`config.mk`:
```
export PLATFORM = sky130hd
export DESIGN_NAME = iir_filter_8
export DESIGN_NICKNAME = d
export VERILOG_FILES = /design/src/rtl/iir_filter_8.sv
export SDC_FILE = /design/constraint.sdc
export NUM_CORES = 1
export LEC_CHECK = 0
export ABC_CLOCK_PERIOD_IN_PS = 10600
export BUFFER_PORTS_ARGS = -buffer_cell sky130_fd_sc_hd__buf_2
export CORE_MARGIN = 3
export CORE_UTILIZATION = 46
export CTS_CLUSTER_DIAMETER = 40
export DETAILED_ROUTE_END_ITERATION = 7
export GPL_TIMING_DRIVEN = 0
export PLACE_DENSITY_LB_ADDON = 0.25
export SKIP_CTS_REPAIR_TIMING = 1
export SYNTH_ARGS = -nofsm -noshare
export SYNTH_HDL_FRONTEND = slang
export SYNTH_SLANG_ARGS = --single-unit
```
`constraint.sdc`:
```
create_clock -name clock -period 10.6 [get_ports clock]
set_clock_uncertainty 0.15 [all_clocks]
set_input_delay 1.06 -clock clock [delete_from_list [all_inputs] [get_ports clock]]
set_output_delay 1.06 -clock clock [all_outputs]
set_load 0.005 [all_outputs]
```
`src/rtl/iir_filter_8.sv`:
```
// Eighth-order direct-form-I IIR low-pass: a 9-tap symmetric FIR on the input history
// plus eight Q1.7 feedback taps on the output history. Data_out is combinational.
module iir_filter_8 #(
  parameter int                 word_size_in  = 8,
  parameter int                 word_size_out = 2*word_size_in+2,
  parameter logic [7:0]         B0 = 8'd7,
  parameter logic [7:0]         B1 = 8'd17,
  parameter logic [7:0]         B2 = 8'd32,
  parameter logic [7:0]         B3 = 8'd46,
  parameter logic [7:0]         B4 = 8'd52,
  parameter logic [7:0]         B5 = 8'd46,
  parameter logic [7:0]         B6 = 8'd32,
  parameter logic [7:0]         B7 = 8'd17,
  parameter logic [7:0]         B8 = 8'd7,
  parameter logic signed [7:0]  A1 = 8'sd64,
  parameter logic signed [7:0]  A2 = 8'sd0,
  parameter logic signed [7:0]  A3 = 8'sd0,
  parameter logic signed [7:0]  A4 = 8'sd0,
  parameter logic signed [7:0]  A5 = 8'sd0,
  parameter logic signed [7:0]  A6 = 8'sd0,
  parameter logic signed [7:0]  A7 = 8'sd0,
  parameter logic signed [7:0]  A8 = 8'sd0
) (
  output logic [word_size_out-1:0] Data_out,
  input  logic [word_size_in-1:0]  Data_in,
  input  logic                     clock,
  input  logic                     reset
);

  localparam int acc_w = 32;

  localparam logic signed [acc_w-1:0] b_coef [0:8] = '{
    signed'(acc_w'(B0)), signed'(acc_w'(B1)), signed'(acc_w'(B2)),
    signed'(acc_w'(B3)), signed'(acc_w'(B4)), signed'(acc_w'(B5)),
    signed'(acc_w'(B6)), signed'(acc_w'(B7)), signed'(acc_w'(B8))
  };

  localparam logic signed [acc_w-1:0] a_coef [1:8] = '{
    acc_w'(A1), acc_w'(A2), acc_w'(A3), acc_w'(A4),
    acc_w'(A5), acc_w'(A6), acc_w'(A7), acc_w'(A8)
  };

  logic [word_size_out-1:0] Samples_in  [1:8];
  logic [word_size_out-1:0] Samples_out [1:8];

  logic signed [acc_w-1:0] ff;
  logic signed [acc_w-1:0] fb;

  always_comb begin
    ff = b_coef[0] * signed'(acc_w'(Data_in));
    fb = '0;
    for (int k = 1; k <= 8; k++) begin
      ff = ff + b_coef[k] * signed'(acc_w'(Samples_in[k]));
      // output history is two's complement, so sign-extend before the multiply
      fb = fb + a_coef[k] * acc_w'(signed'(Samples_out[k]));
    end
  end

  assign Data_out = word_size_out'(ff + (fb >>> 7));

  always_ff @(posedge clock or negedge reset) begin
    if (!reset) begin
      for (int k = 1; k <= 8; k++) begin
        Samples_in[k]  <= '0;
        Samples_out[k] <= '0;
      end
    end else begin
      Samples_in[1]  <= word_size_out'(Data_in);
      Samples_out[1] <= Data_out;
      for (int k = 2; k <= 8; k++) begin
        Samples_in[k]  <= Samples_in[k-1];
        Samples_out[k] <= Samples_out[k-1];
      end
    end
  end

endmodule

```
* Word level (Yosys, flattened, before mapping)
Index checks and enable logic that the tools add are counted.
** Word-level totals
- Bits in registers :: 82
** Cells by class
- Add/sub/neg operators :: 9
- Multiply operators :: 7
** Operator list (number)
- $mul 5x8->13 const A :: 4
- $add 18x13->18 :: 2
- $mul 3x8->11 const A :: 2
- $add 17x14->18 :: 1
- $add 18x11->18 :: 1
- $add 18x17->18 :: 1
- $add 16x14->17 :: 1
- $add 15x14->16 :: 1
- $add 14x13->15 :: 1
- $add 11x13->14 :: 1
- $mul 4x8->12 const A :: 1

* Longest topological paths before layout
- Word-level depth :: 10
- Depth in mapped cells :: 33

* Least setup slack after synthesis
Ideal clock, no wire load.
- Kind :: reg2out
- Start :: reg Samples_in[92] (netlist name)
- End :: out Data_out[15]
- Stages on the path, launching flop included :: 30
- Required time :: 9390 ps
- Arrival time :: 7607 ps
- Setup slack :: 1783 ps
- Cell sequence :: dfrtp_1 > ha_1 > fa_1 > inv_1 > fa_1 > inv_1 > ha_1 > nand2_1 > o21ai_1 > or4_1 > o311ai_1 > xnor2_1 > fa_1 > fa_1 > fa_1 > fa_1 > inv_1 > fa_1 > inv_1 > fa_1 > inv_1 > fa_1 > inv_1 > ha_1 > a21oi_1 > inv_1 > a31oi_1 > o21ai_1 > a21oi_1 > xnor2_1
** On the way
- Cells in the longest elaborated chain, start to end :: 8
** Ends and longest elaborated chain
- start, declared :: line 43 : logic [word_size_out-1:0] Samples_in [1:8];
- start signal, assigned by index :: line 71 : Samples_in[k] <= Samples_in[k-1];
- $mul 5x8->13 :: line 53 : ff = ff + b_coef[k] * signed'(acc_w'(Samples_in[k]));
- $add 15x14->16 :: line 53
- $add 16x14->17 :: line 53
- $add 17x14->18 :: line 53
- $add 18x13->18 (2 in series) :: line 53
- $add 18x11->18 :: line 53
- $add 18x17->18 :: line 59 : assign Data_out = word_size_out'(ff + (fb >>> 7));
- end, declared :: line 24 : output logic [word_size_out-1:0] Data_out,
No other way between the ends.

* Worst setup path after layout
Same ends and word-level chain as after synthesis.

==> impl_results.md <==
- Outcome: finished, final reports clean
- Initial Util: 47.4%
- Post-synthesis register bit count: 81
- Post-synth cell types: 39
- Worst setup SP type: flip-flop
- Final worst slack: 0.520 ns
- Die area: 21200 um^2
- Die Span Y: 146 um
- Slew @ Worst Pin: 0.416 ns
- Post-route ant nets: 0
- WL final: 17200 um
- Share of the synthesized area in the top cell type: 31.9%
- R2R depth: 29
- Post-synth top area cell: fa_1
- Num CTS Buffers: 9
- GR Util All Layers: 18.0%
- Row cnt: 50
- Post-synth top cells: inv_1 (257), ha_1 (164), fa_1 (143)
- Max stage delay on crit path: 0.60 ns
- R2R Path Start: Samples_in[92]
- Final Net Count: 1170
- Crit path buffers/inverters: 8
- Post-synthesis cell area: 8990 um^2
- Max Cap Viol: 0
- Ant. Diodes: 0
- CP delay by family, top: adder cells
- Clock-pin slew on the worst setup and hold paths: 0.06 ns
- Max layer used: met4
- Fin Setup TNS: 0 ns
- CTS Buffer Depth: 2
- Hold Startpoint: Samples_in[111]
- TritonCTS clock tree: yes
- Final Max Tran Viols: 0
- M1 WL: 8110 um
- Vias: 5259
- Metal3 WL: 522 um
- Wirelength per Cell: 15.4 um
- Gp weighted congestion: 0.850
- Worst hold path depth: 0
- Final setup vio count: 0
- CP arrival: 8.87 ns
- Final worst path period share: 95.1%
- DRC: 0
- Setup Crit Path Kind: reg2out
- Hold Fails Final Rpt: 0
- Core Area: 19000 um^2
- YS warnings: 0
- Iteration-0 DRC count of the detailed router: 194
- Die Wd: 146 um
- Place WS: 0.939 ns
- Minimum clock period after layout: 10.08 ns
- Filler instances: 1718
- Largest net degree at the start of global routing: 56
- CP max stage cell: fa_1
- Fmax: 99.2 MHz
- DR WL met2: 8320 um
- Clk_lat worst skew: 0.35 ns
- Layout area overhead: 8.79%
- Setup crit end kind: primary output
- PortBufs: 27
- Syn_nets: 1131
- DP HPWL: 14800 um
- I/O Pins: 28
- Rel. slew slack: 72.0%
- Share of the yosys chip area belonging to registers: 22.6%
- Initial antenna violation count: 0
- Fraction of final layout cells sized beyond drive strength 1: 5.94%
- Worst Hold End: Samples_in[93]
- CTS sink cnt: 81
- Crit path max fanout: 5
- Synthesized area per cell: 11.0 um^2
- Ys flop type: dfrtp_1
- Post-synth EDFFs: 0
- RSZ-0062 raised after global routing: false
- Async SR Flop Fraction: 100%
- WP data required: 9.39 ns
- H-tree Lvls: 3
- Most common cell in the netlist: inv_1
- Reg2reg end: Samples_out[141]
- R2r setup slk: 1.98 ns
- Cell count along the critical path: 30
- Worst Hold Class: reg2reg
- CTS Root Buffer Type: clkbuf_16
- Cells after Synth: 814
- DRT Pass-1 Iters: 4
- Global-route wire length before repair: 29800 um
- Via density: 4.70
- Worst path most repeated cell: fa_1
- Total grt overflow: 0
- Vias in the first global route: 5733
- Main area contributors after synthesis: fa_1 (32%), ha_1 (23%), dfrtp_1 (23%), inv_1 (11%), xnor2_1 (2.0%)
-- final cells by class --
class	instances	area (um^2)	share of cell area, %
Clock buffer	12	246	2.52
Clock inverter	4	52.6	0.538
Inverter	258	968	9.91
Multi-Input combinational cell	475	5990	61.3
Sequential cell	81	2030	20.7
Tap cell	260	325	3.33
Timing Repair Buffer	28	165	1.69
-- layout by cell type, fill, tap and decap left out, drive strengths merged, types with 2 or more instances in the layout --
| cell | instances |
|---|---|
| a21o | 8 |
| a21oi | 25 |
| a31oi | 2 |
| buf | 28 |
| clkbuf | 12 |
| clkinvlp | 3 |
| dfrtp | 81 |
| fa | 143 |
| ha | 164 |
| inv | 258 |
| nand2 | 15 |
| nand2b | 5 |
| nand3 | 5 |
| nor2 | 13 |
| nor2b | 6 |
| nor3 | 5 |
| o21a | 6 |
| o21ai | 21 |
| o311ai | 2 |
| or2 | 3 |
| or4 | 3 |
| xnor2 | 21 |
| xor2 | 15 |
-- worst max-delay path by stage --
stage                         startpoint            to  slack (ns)
after detailed placement  Samples_in[92]  Data_out[15]        0.94
final                     Samples_in[92]  Data_out[15]        0.52
after CTS                 Samples_in[92]  Data_out[15]        0.47
after global routing      Samples_in[92]  Data_out[15]        0.01
after floorplan           Samples_in[92]  Data_out[15]        1.78
after global placement    Samples_in[92]  Data_out[15]        0.99
-- worst register-to-register path, delay by kind of cell (launching register included) --
kind                     cells  cell delay, ns
adder cells (fa/ha/maj)     12            5.42
AO/OA/AOI/OAI                6            1.09
AND/OR/NAND/NOR              2            0.51
flip-flops                   1            0.49
buffers and inverters        7            0.48
XOR/XNOR                     2            0.39
-- registers in the layout (all words and copies together) (netlist names) --
signal       cells
Samples_out     17
Samples_in      64
-- per-stage QoR --
step / cell area [um^2] / utilization (%) / hold WS [ns] / cells
finish: 9780 / 51.6 / 0.231 / 1118
floorplan: 8990 / - / 0.207 / 814
detailed placement: 9480 / 50.0 / 0.216 / 1102
CTS: 9780 / 51.6 / 0.233 / 1118
global route: 9780 / 51.6 / 0.249 / 1118
global placement: 9450 / 49.8 / 0.216 / 1101
-- routing by layer --
layer / track usage (%) / vias to the layer above
li1: - / 2558
met1: 25.3 / 2624
met2: 29.4 / 61
met3: 2.90 / 16
met4: 4.65 / 0
met5: 0 / -
-- kinds of logic (layout without fill, tap and decap cells) --
family	count (synthesis)	count (layout)	synth area share [%]
mux	1	1	0.111
compound gates	74	74	5.24
fa+ha+maj	307	307	54.7
flops	81	81	22.6
buf+inv	258	302	10.8
simple gates	57	57	3.12
xor+xnor	36	36	3.51
Power is left out: the tool's default activity adds up to more than one toggle a clock period on the data nets, which glitch-free logic cannot reach.
